`config.mk`:
```
export PLATFORM = sky130hd
export DESIGN_NAME = shreg_tx_ctrl
export DESIGN_NICKNAME = d
export VERILOG_FILES = /design/src/rtl/shreg_pkg.sv /design/src/rtl/shreg_piso_dir.sv /design/src/rtl/shreg_tx_ctrl.sv
export SDC_FILE = /design/constraint.sdc
export NUM_CORES = 1
export LEC_CHECK = 0
export BUFFER_PORTS_ARGS = -buffer_cell sky130_fd_sc_hd__buf_2
export CAP_MARGIN = 20
export CELL_PAD_IN_SITES_DETAIL_PLACEMENT = 1
export CELL_PAD_IN_SITES_GLOBAL_PLACEMENT = 2
export CORE_MARGIN = 2
export CORE_UTILIZATION = 37
export DETAILED_ROUTE_END_ITERATION = 8
export HOLD_SLACK_MARGIN = 0.06
export PLACE_DENSITY_LB_ADDON = 0.1
export SYNTH_ARGS = -nofsm -noshare
export SYNTH_HDL_FRONTEND = slang
export SYNTH_SLANG_ARGS = --single-unit
```
`constraint.sdc`:
```
create_clock -name clk -period 4 [get_ports clk]
set_input_delay 0.6 -clock clk [delete_from_list [all_inputs] [get_ports clk]]
set_output_delay 0.6 -clock clk [all_outputs]
set_load 0.01 [all_outputs]
```
`src/rtl/shreg_pkg.sv`:
```
// Shared types and default sizing for the serial transmit path.
package shreg_pkg;

  localparam int DEF_WIDTH = 4;
  localparam int DEF_GAP_W = 4;

  typedef enum logic [1:0] {
    ST_IDLE  = 2'd0,
    ST_SHIFT = 2'd1,
    ST_GAP   = 2'd2
  } state_e;

endpackage

```
`src/rtl/shreg_piso_dir.sv`:
```
// Loadable parallel-in / serial-out shift register with selectable direction.
// dir=1 presents and shifts from the MSB end, dir=0 from the LSB end.
module shreg_piso_dir #(
  parameter int WIDTH = 4
) (
  input  logic             clk,
  input  logic             rst_n,
  input  logic             load,
  input  logic [WIDTH-1:0] load_data,
  input  logic             shift_en,
  input  logic             dir,
  input  logic             clear,
  output logic             sout
);

  logic [WIDTH-1:0] sreg_q;
  logic [WIDTH-1:0] sreg_d;

  // Next contents: clear beats load, load beats shift.
  always_comb begin
    sreg_d = sreg_q;
    if (clear) begin
      sreg_d = '0;
    end else if (load) begin
      sreg_d = load_data;
    end else if (shift_en) begin
      if (dir) begin
        sreg_d = {sreg_q[WIDTH-2:0], 1'b0};
      end else begin
        sreg_d = {1'b0, sreg_q[WIDTH-1:1]};
      end
    end
  end

  // Shift register storage.
  always_ff @(posedge clk or negedge rst_n) begin
    if (!rst_n) begin
      sreg_q <= '0;
    end else begin
      sreg_q <= sreg_d;
    end
  end

  assign sout = dir ? sreg_q[WIDTH-1] : sreg_q[0];

endmodule

```
`src/rtl/shreg_tx_ctrl.sv`:
```
// Transmit sequencer: accepts parallel words over valid/ready and serializes
// them onto so, with per-word bit order and an optional idle gap afterwards.
//
// state    | meaning
// ---------+-----------------------------------------------------------
// ST_IDLE  | nothing in flight, ready for a word once rdy_en_q is set
// ST_SHIFT | one bit per cycle on so; next word may load on the last bit
// ST_GAP   | idle gap of gap_q cycles after a word, handshake held off
module shreg_tx_ctrl
  import shreg_pkg::*;
#(
  parameter int WIDTH = DEF_WIDTH,
  parameter int GAP_W = DEF_GAP_W
) (
  input  logic             clk,
  input  logic             rst_n,
  input  logic             in_valid,
  output logic             in_ready,
  input  logic [WIDTH-1:0] in_data,
  input  logic             msb_first,
  input  logic [GAP_W-1:0] gap,
  input  logic             abort,
  output logic             so,
  output logic             so_valid,
  output logic             frame_start,
  output logic             done,
  output logic             busy
);

  localparam int CNT_W = $clog2(WIDTH);
  localparam logic [CNT_W-1:0] LAST_CNT = CNT_W'(WIDTH - 1);

  state_e           state_q;
  logic [CNT_W-1:0] bit_cnt_q;
  logic [GAP_W-1:0] gap_cnt_q;
  logic [GAP_W-1:0] gap_q;
  logic             msb_q;
  logic             rdy_en_q;

  logic             in_shift;
  logic             last_bit;
  logic             accept;
  logic             cancel;
  logic             sreg_out;

  assign in_shift = (state_q == ST_SHIFT);
  assign last_bit = in_shift && (bit_cnt_q == LAST_CNT);
  assign cancel   = abort && (state_q != ST_IDLE);

  // Handshake: abort always wins, and a reload on the last bit is only
  // offered when no gap follows the current word.
  assign in_ready = rdy_en_q && !abort &&
                    ((state_q == ST_IDLE) || (last_bit && (gap_q == '0)));
  assign accept   = in_valid && in_ready;

  // Controller FSM with bit and gap counters and the per-word latches.
  always_ff @(posedge clk or negedge rst_n) begin
    if (!rst_n) begin
      state_q   <= ST_IDLE;
      bit_cnt_q <= '0;
      gap_cnt_q <= '0;
      gap_q     <= '0;
      msb_q     <= 1'b0;
      rdy_en_q  <= 1'b0;
    end else begin
      rdy_en_q <= 1'b1;
      if (accept) begin
        state_q   <= ST_SHIFT;
        bit_cnt_q <= '0;
        gap_cnt_q <= '0;
        gap_q     <= gap;
        msb_q     <= msb_first;
      end else if (cancel) begin
        state_q   <= ST_IDLE;
        bit_cnt_q <= '0;
        gap_cnt_q <= '0;
      end else begin
        case (state_q)
          ST_SHIFT: begin
            if (last_bit) begin
              bit_cnt_q <= '0;
              gap_cnt_q <= '0;
              state_q   <= (gap_q != '0) ? ST_GAP : ST_IDLE;
            end else begin
              bit_cnt_q <= bit_cnt_q + CNT_W'(1);
            end
          end
          ST_GAP: begin
            // gap_q is non-zero whenever this state is entered.
            if (gap_cnt_q == (gap_q - GAP_W'(1))) begin
              gap_cnt_q <= '0;
              state_q   <= ST_IDLE;
            end else begin
              gap_cnt_q <= gap_cnt_q + GAP_W'(1);
            end
          end
          default: begin
            state_q <= ST_IDLE;
          end
        endcase
      end
    end
  end

  shreg_piso_dir #(
    .WIDTH(WIDTH)
  ) u_piso (
    .clk      (clk),
    .rst_n    (rst_n),
    .load     (accept),
    .load_data(in_data),
    .shift_en (in_shift && !accept),
    .dir      (msb_q),
    .clear    (cancel),
    .sout     (sreg_out)
  );

  // Serial outputs decode registered state only; a cancelled word never
  // reports done, even when aborted on its last bit.
  assign so          = in_shift && sreg_out;
  assign so_valid    = in_shift;
  assign frame_start = in_shift && (bit_cnt_q == '0);
  assign done        = last_bit && !abort;
  assign busy        = (state_q != ST_IDLE);

endmodule
```
==> Word level (Yosys, flattened, before mapping) <==
Cells that the tools add are included.
{ "totals": {"register_bits": 18, "inputBits": 13, "output_inout_bits": 6, "word_cells": 59} }
{ "op_classes": {"addsub": 3, "n_eq_ne": 6, "muxes": 20, "reduce_logical": 23} }
{ "op_table": {"columns": ["operator", "n"], "rows": [
  ["2-to-1 mux 4 bit", 8],
  ["2-to-1 mux 2 bit", 9],
  ["logical AND 1 bit", 10],
  ["one-hot mux 4 bit (2 select lines)", 1],
  ["nonzero test 4 bit", 2],
  ["nonzero test 3 bit", 2],
  ["adder 4 x 1 -> 4 bit, second input constant", 1],
  ["equality test 2 bit, second input constant", 2],
  ["equality test 4 bit", 1],
  ["zero test 2 bit", 2],
  ["zero test 4 bit", 1],
  ["!= test 4 x 1 -> 1 bit, second input constant", 1],
  ["!= test 4 bit, second input constant", 1],
  ["one-hot mux 2 bit (2 select lines)", 1],
  ["AND reduction 2 bit", 2],
  ["subtractor 4 x 1 -> 4 bit, second input constant", 1],
  ["adder 2 x 1 -> 2 bit, second input constant", 1],
  ["equality test 2 x 1 -> 1 bit, second input constant", 1],
  ["zero test 1 bit", 2],
  ["nonzero test 2 bit", 1],
  ["logical OR 1 bit", 1],
  ["2-to-1 mux 1 bit", 1]
]} }

==> Longest topological paths before layout <==
Gate-level depths: netlist (run 1).
{ "logic_depth": {"ltp_word": 11, "ltp_mapped": 7, "ltp_nobuf": 6} }

==> Cells and area by module <==
A second synthesis (run 1) with hierarchy kept.
{ "unflattened": {"cells_unflattened": 101, "hier_area_um2": 1078.5} }
{ "by_module_without_submodules": {"columns": ["mod", "instances", "cells_each", "area_per_inst_um2", "seq_area_each_um2"], "rows": [
  ["shreg_tx_ctrl", 1, 78, 817.0, 350.3],
  ["shreg_piso_dir", 1, 23, 261.5, 100.1]
]} }

==> Worst setup path before layout (run 1) <==
Ideal clock, no wire load.
{ "synth_timing": {"path_kind": "reg-to-output", "from": "register gap_q[0]", "to": "output in_ready", "t_arrival_ns": 1.290, "required_ns": 3.400, "slack_ns": 2.110, "path_stages_with_launch": 6, "n_path_buf": 0, "path_cell_list": "dfrtp_1 > inv_1 > ha_1 > nor4bb_4 > nand2b_1 > and3_1"} }
{ "synth_between": {"elab_chain_len": 4} }
{ "synth_lines": {"columns": ["element", "line_no", "source"], "rows": [
  ["start, declared", "shreg_tx_ctrl.sv:36", "logic [GAP_W-1:0] gap_q;"],
  ["start signal, assigned", "shreg_tx_ctrl.sv:71", "gap_q <= gap;"],
  ["zero test 4 bit", "shreg_tx_ctrl.sv:53", "((state_q == ST_IDLE) || (last_bit && (gap_q == '0)));"],
  ["logical AND 1 bit", "shreg_tx_ctrl.sv:53", null],
  ["logical OR 1 bit", "shreg_tx_ctrl.sv:53", null],
  ["logical AND 1 bit", "shreg_tx_ctrl.sv:52", "assign in_ready = rdy_en_q && !abort &&"],
  ["end, declared", "shreg_tx_ctrl.sv:18", "output logic in_ready,"]
]} }
Every way passes these cells.

==> Worst setup path after layout (run 1) <==
Ends and elaborated chain as after synthesis.

==> out/summary.txt, run 1 <==
Flop pwr share - 0.419
Fin. max-slew vios - 0
Worst Max-Slew Pin Slew - 0.601 ns
Yosys reg bits - 18
Cts hold-fix bufs - 0
Crit. End Element - output port
Num Clock Sinks - 18
Hold Path Class - in2async
Worst setup margin - 1.59 ns
Synth unique cells - 42
RD Place Congestion - 0.718
Reg-to-Reg Start - gap_q[0]
Layout cells sized above 1 - 0.262
Mapped Area - 0.00112 mm^2
Fin util - 0.442
Antenna Nets Post-Route - 0
Largest net degree at the start of global routing - 19
Area grow syn2layout - 11.5%
Grt ovf - 0
R2r endpoint - gap_q[3]
Hold slack final - 0.229 ns
Full die area - 0.00349 mm^2
Critical Path RT - 3.40 ns
DRC violations left - 0
CP arrival - 1.81 ns
Sw Share - 0.408
Routed vias - 872
Cell Rows - 19
Inserted Clock Buffers - 3
Final Setup Violations - 0
GRT Util Overall - 0.170
IO Count - 19
Power Dens Cells - 611 mW/mm^2
RSZ-0062 raised after global routing - false
Synth warn - 0
Setup TNS Final - 0 ns
Gate power share - 0.461
Die Wd - 59.1 um
Ant. Diodes - 0
Net switching power - 312 uW
F_max - 415 MHz
Post-route minimum period - 2.41 ns
Setup crit start kind - flop
Vias per inst - 5.42
Power Internal - 453 uW
Initial Util - 0.397
Synthesized Nets - 129
Routed length per placed instance - 16.0 um
Clock transition at path regs - 0.10 ns
Root buffer cell - clkbuf_4
Die Ht - 59.1 um
Number of global-route vias before repair - 923
Post-Place Worst Slack - 1.90 ns
Fillers - 341
Outcome - completed
Drt first pass iters - 4
Pwr Total - 765 uW
Initial antenna violation count - 0
Clock network power share - 0.120
First-pass GRT wire length - 4.38 mm
Worst reg2reg path depth - 5
Mean post-synth cell area - 10.0 um^2
Dpl hpwl - 1.98 mm
Port buffer count - 18
H-tree levels - 1
Slew margin rel. - 0.598
Most frequent cells in the layout - dfrtp_1 (18), buf_2 (18), nand2_1 (10)
CTS tree - yes
Post-CTS resize count - 0
Worst skew pair latency - 0.29 ns
R2R Setup Slk - 2.10 ns
Mapped Cells - 112
MaxCap Viol Count - 0
CTS max path bufs - 2
Core Box Area - 0.00283 mm^2
Register area share after synthesis - 0.401
Clk_skew - 0.00266 ns
Worst-path maximum fanout - 3
Nets - 149
Setup bufs post-CTS - 0
Static Leakage - 0.594 nW
Hold Vio Cnt, Final - 0
WS Path Type - reg2out
Tcrit/Tclk final - 0.603
Total wire length - 2.58 mm
Iter 0 DRT Violations - 37
Worst IR Drop VDD - 0.000237 V
## sequential cells by signal, indices dropped and copies added (netlist names)
name           flops
gap_cnt_q          4
msb_q              1
gap_q              4
rdy_en_q           1
bit_cnt_q          2
u_piso.sreg_q      4
state_q            2
## power groups by stage
stage	combinational (mW)	clock (mW)	sequential (mW)
final	0.352	0.0919	0.321
after detailed placement	0.357	0	0.327
after global routing	0.404	0.105	0.332
after floorplan	0.288	0	0.293
after CTS	0.360	0.101	0.322
after global placement	0.343	0	0.322
## kinds of logic (layout without fill, tap and decap cells)
family                   Yosys count  in the layout  share of synthesized area
AND/OR/NAND/NOR                   42             42                      0.223
AO/OA/AOI/OAI                     24             24                      0.165
flip-flops                        18             18                      0.401
buffers and inverters             11             29                     0.0468
XOR/XNOR                           6              6                     0.0591
multiplexers                       6              6                     0.0569
adder cells (fa/ha/maj)            4              4                     0.0446
other                              1              1                    0.00334
## cells in the mapped netlist (all sizes together)
master,number,share of area
nor4b,1,0.0078
nand2b,3,0.017
o311ai,1,0.014
buf,1,0.013
clkbuf,2,0.0067
and3,1,0.0056
and3b,1,0.0078
inv,8,0.027
nor2b,4,0.022
a21bo,1,0.0089
o2111a,1,0.018
a41oi,1,0.0078
conb,1,0.0033
dfrtp,18,0.40
nor3,3,0.018
ha,4,0.045
o32ai,1,0.0078
mux2i,3,0.027
a211o,2,0.016
nand3b,1,0.0067
o21ai,8,0.039
a21oi,5,0.022
xor2,3,0.023
a31oi,1,0.0056
nand2,10,0.033
xnor3,1,0.020
nor2,7,0.023
a211oi,1,0.011
mux2,3,0.030
o2111ai,1,0.0078
xnor2,2,0.016
and2,3,0.017
o31ai,1,0.0067
nand3,3,0.018
or2,2,0.011
nor3b,2,0.013
nor4bb,1,0.022
## stage by stage
stage               instance area [um^2]  cells
finish                              1250    161
global route                        1250    161
CTS                                 1250    161
detailed placement                  1230    158
global placement                    1230    158
floorplan                           1120    112
## final cells by class
cell class,count,area (um^2),share of cell area
inverters,8,30.0,0.0240
well taps,31,38.8,0.0310
repair buffers,18,90.1,0.0720
flip-flops and latches,18,450,0.360
multi-input cells,83,619,0.495
clock buffers,3,22.5,0.0180
## critical path: stages, from the launching register on
cell and delay, ns:
dfrtp_1 0.42, inv_1 0.10, ha_1 0.19, nor4bb_4 0.36, nand2b_1 0.17, and3_1 0.15
buf_2 0.13
## per-layer routing
metal,GRT usage,share of wire,vias to the layer above
met5,0,0,-
met4,0.0390,0.0081,0
met3,0.0502,0.045,2
met2,0.271,0.47,16
met1,0.229,0.48,426
li1,-,-,428
## how the worst max path moves through the flow
stage,slack (ns),cells after the start,startpoint,endpoint
final,1.59,6,gap_q[0],in_ready
after global routing,1.45,6,gap_q[0],in_ready
after CTS,1.56,6,gap_q[0],in_ready
after detailed placement,1.90,6,gap_q[0],in_ready
after global placement,1.99,6,gap_q[0],in_ready
after floorplan,2.11,5,gap_q[0],in_ready
Note: power is estimated with default switching activity, not from simulation.
==> inputs of run 2 (changes only) <==
--- a/config.mk
+++ b/config.mk
@@ -5,12 +5,13 @@
 export SDC_FILE = /design/constraint.sdc
 export NUM_CORES = 1
 export LEC_CHECK = 0
+export ABC_AREA = 1
 export BUFFER_PORTS_ARGS = -buffer_cell sky130_fd_sc_hd__buf_2
 export CAP_MARGIN = 20
 export CELL_PAD_IN_SITES_DETAIL_PLACEMENT = 1
 export CELL_PAD_IN_SITES_GLOBAL_PLACEMENT = 2
 export CORE_MARGIN = 2
-export CORE_UTILIZATION = 37
+export CORE_UTILIZATION = 27
 export DETAILED_ROUTE_END_ITERATION = 8
 export HOLD_SLACK_MARGIN = 0.06
 export PLACE_DENSITY_LB_ADDON = 0.1
==> constraint.sdc (replaced) <==
create_clock -name clk -period 2.1 [get_ports clk]
set_input_delay 0.315 -clock clk [delete_from_list [all_inputs] [get_ports clk]]
set_output_delay 0.315 -clock clk [all_outputs]
set_load 0.01 [all_outputs]
==> run 2 against run 1 <==
  * Global-route usage fell by 3.2 points
  * Via count up 20%
  * Clock power grew to 3.2 times the previous value
  * Critical endpoint unchanged
  * Worst hold slack improved by 0.057 ns
  * Largest power group unchanged
  * Flip-flop and latch count unchanged
==> out/summary.txt, run 2 <==
Setup bufs post-CTS - 0
EDFF count, synth - 0
Drt first pass iters - 4
R2R Setup Slk - 0.26 ns
Cell Rows - 23
Crit-path cells - inv_1, ha_1, nand2_1, nor2_2, nand2_2, a21boi_2, buf_2
CTS tree - yes
Routed length per placed instance - 13.0 um
Hold Vio Cnt, Final - 0
Synth top area share - 0.394
Initial Util - 0.284
MaxCap Viol Count - 0
Power Dens Cells - 1190 mW/mm^2
Mapped Area - 0.00114 mm^2
Layout cells sized above 1 - 0.194
Hold Path Class - in2reg
WS Path Type - reg2out
Largest cells by area after synthesis - dfrtp_1 (39%), nand2_1 (18%), inv_1 (6.9%)
Worst skew pair latency - 0.26 ns
Final Setup Violations - 0
Synth warn - 0
GRT met2 Usage - 0.237
Mean post-synth cell area - 7.19 um^2
HP Start - msb_first
Register area share after synthesis - 0.394
First-pass GRT wire length - 5.42 mm
GR met3 Demand/Resource - 0.0205
Ant. Diodes - 0
Post-Place Worst Slack - 0.236 ns
Static Leakage - 0.758 nW
Worst IR Drop VDD - 0.000310 V
Worst-path maximum fanout - 3
Initial antenna violation count - 0
Synthesized Nets - 176
Total wire length - 3.00 mm
Worst setup margin - 0.180 ns
Full die area - 0.00477 mm^2
Nets - 198
Critical Path RT - 1.78 ns
Worst reg2reg path depth - 11
Worst Hold Path EP - msb_q
Post-synthesis async set-or-reset flop share - 1.00
Core Box Area - 0.00403 mm^2
Routed vias - 1,045
Sequential cell area - 450 um^2
Crit. End Element - output port
Top flop regs - gap_cnt_q x4, gap_q x4, u_piso.sreg_q x4
CTS max path bufs - 2
Most common cell in the synthesized netlist - nand2_1
Clk_skew - 0.00746 ns
Yosys reg bits - 18
Inserted Clock Buffers - 3
Area grow syn2layout - 18.3%
Tcrit/Tclk final - 0.914
Num Clock Sinks - 18
Footprint of the multi-input gates - 591 um^2
Largest net degree at the start of global routing - 19
H-tree levels - 1
Ys flop type - dfrtp_1
Antenna Nets Post-Route - 0
Synth top cells by count - nand2_1 (54), inv_1 (21), dfrtp_1 (18)
Slowest CP cell - dfrtp_1
IO Count - 19
Delay-heaviest family, CP - flip-flops
Fillers - 527
Met1 usage - 0.181
RSZ-0062 raised after global routing - false
Hold path depth - 3
Port buffer count - 18
R2r endpoint - gap_cnt_q[0]
F_max - 521 MHz
GRT Max-Usage Layer - met2
Setup crit start kind - flop
Fin util - 0.336
GRT Util Overall - 0.138
Clock transition at path regs - 0.07 ns
Vias per inst - 4.54
Fin. max-slew vios - 0
Slowest stage delay, CP - 0.40 ns
Number of global-route vias before repair - 1,153
Setup TNS Final - 0 ns
Iter 0 DRT Violations - 25
Most common cell after layout, fill and taps aside - nand2_1
Reg-to-Reg Start - gap_q[0]
Synth unique cells - 24
WP buf/inv - 2
Root buffer cell - clkbuf_8
Cell taking the most area after synthesis - dfrtp_1
Pwr Total - 1.61 mW
Dpl hpwl - 2.36 mm
Grt ovf - 0
Post-route minimum period - 1.92 ns
Mapped Cells - 159
DRC violations left - 0
RD Place Congestion - 0.816
Outcome - completed
Most frequent cells in the layout - nand2_1 (54), inv_1 (21), dfrtp_1 (18), buf_2 (18), nor2_1 (16)
CP arrival - 1.60 ns
Die Wd - 69.1 um
Die Ht - 69.1 um
run 2: report_power, final:
group	internal [mW]	total, mW	leakage (nW)	switching [mW]
Clock	0.167	0.296	0.0288	0.129
Combinational	0.270	0.728	0.498	0.458
Sequential	0.463	0.586	0.232	0.123
Total	0.900	1.61	0.758	0.710
run 2: worst max path at each step:
stage,from,endpoint,depth (start not counted)
after detailed placement,gap_q[0],gap_cnt_q[0],11
after global routing,gap_q[0],in_ready,7
after global placement,gap_q[0],in_ready,7
final,gap_q[0],in_ready,7
after floorplan,gap_q[0],in_ready,6
after CTS,gap_q[0],in_ready,7
run 2: timing repair:
action / in CTS / in global routing
resized for setup: 1 / 2
setup endpoints to repair: 1 / 3
endpoints found under the hold margin: 18 / 0
hold buffers: 1 / 0
run 2: per-stage QoR:
stage               cells  hold slack, ns  area [um^2]
floorplan             159          0.0194         1140
finish                230           0.286         1350
global route          230           0.289         1350
global placement      225           0.278         1280
CTS                   230           0.281         1350
detailed placement    225           0.292         1280
run 2: logic make-up after synthesis:
logic type                 Yosys count  synth area share
DFF                                 18             0.394
buffers and inverters               25            0.0952
AOI/OAI and AO/OA                   12            0.0602
muxes                                1           0.00985
adders and majority gates            4            0.0438
xor gates and xnor gates             3            0.0230
and+or+nand+nor                     95             0.371
other                                1           0.00328
run 2: worst reg2reg max path, cell delays in order, from the launching register on:
cell and delay (ns):
dfrtp_1 0.40, inv_1 0.10, ha_1 0.17, nand2_1 0.10, nor2_2 0.14, nand2_2 0.10, nand2_4 0.10, nand3_4 0.20
nand3_1 0.17, nand2_1 0.13, nand2_1 0.09, nand2_1 0.05
run 2: metal layers:
metal	share of wire	vias to the layer above
li1	-	535
met1	0.45	503
met2	0.53	5
met3	0.017	2
met4	0.0057	0
met5	0	-
run 2: layout make-up:
| type | count | share of cell area |
|---|---|---|
| Tap cell | 50 | 0.0463 |
| Timing Repair Buffer | 21 | 0.0851 |
| Clock buffer | 4 | 0.0407 |
| Multi-Input combinational cell | 116 | 0.437 |
| Sequential cell | 18 | 0.333 |
| Inverter | 21 | 0.0583 |
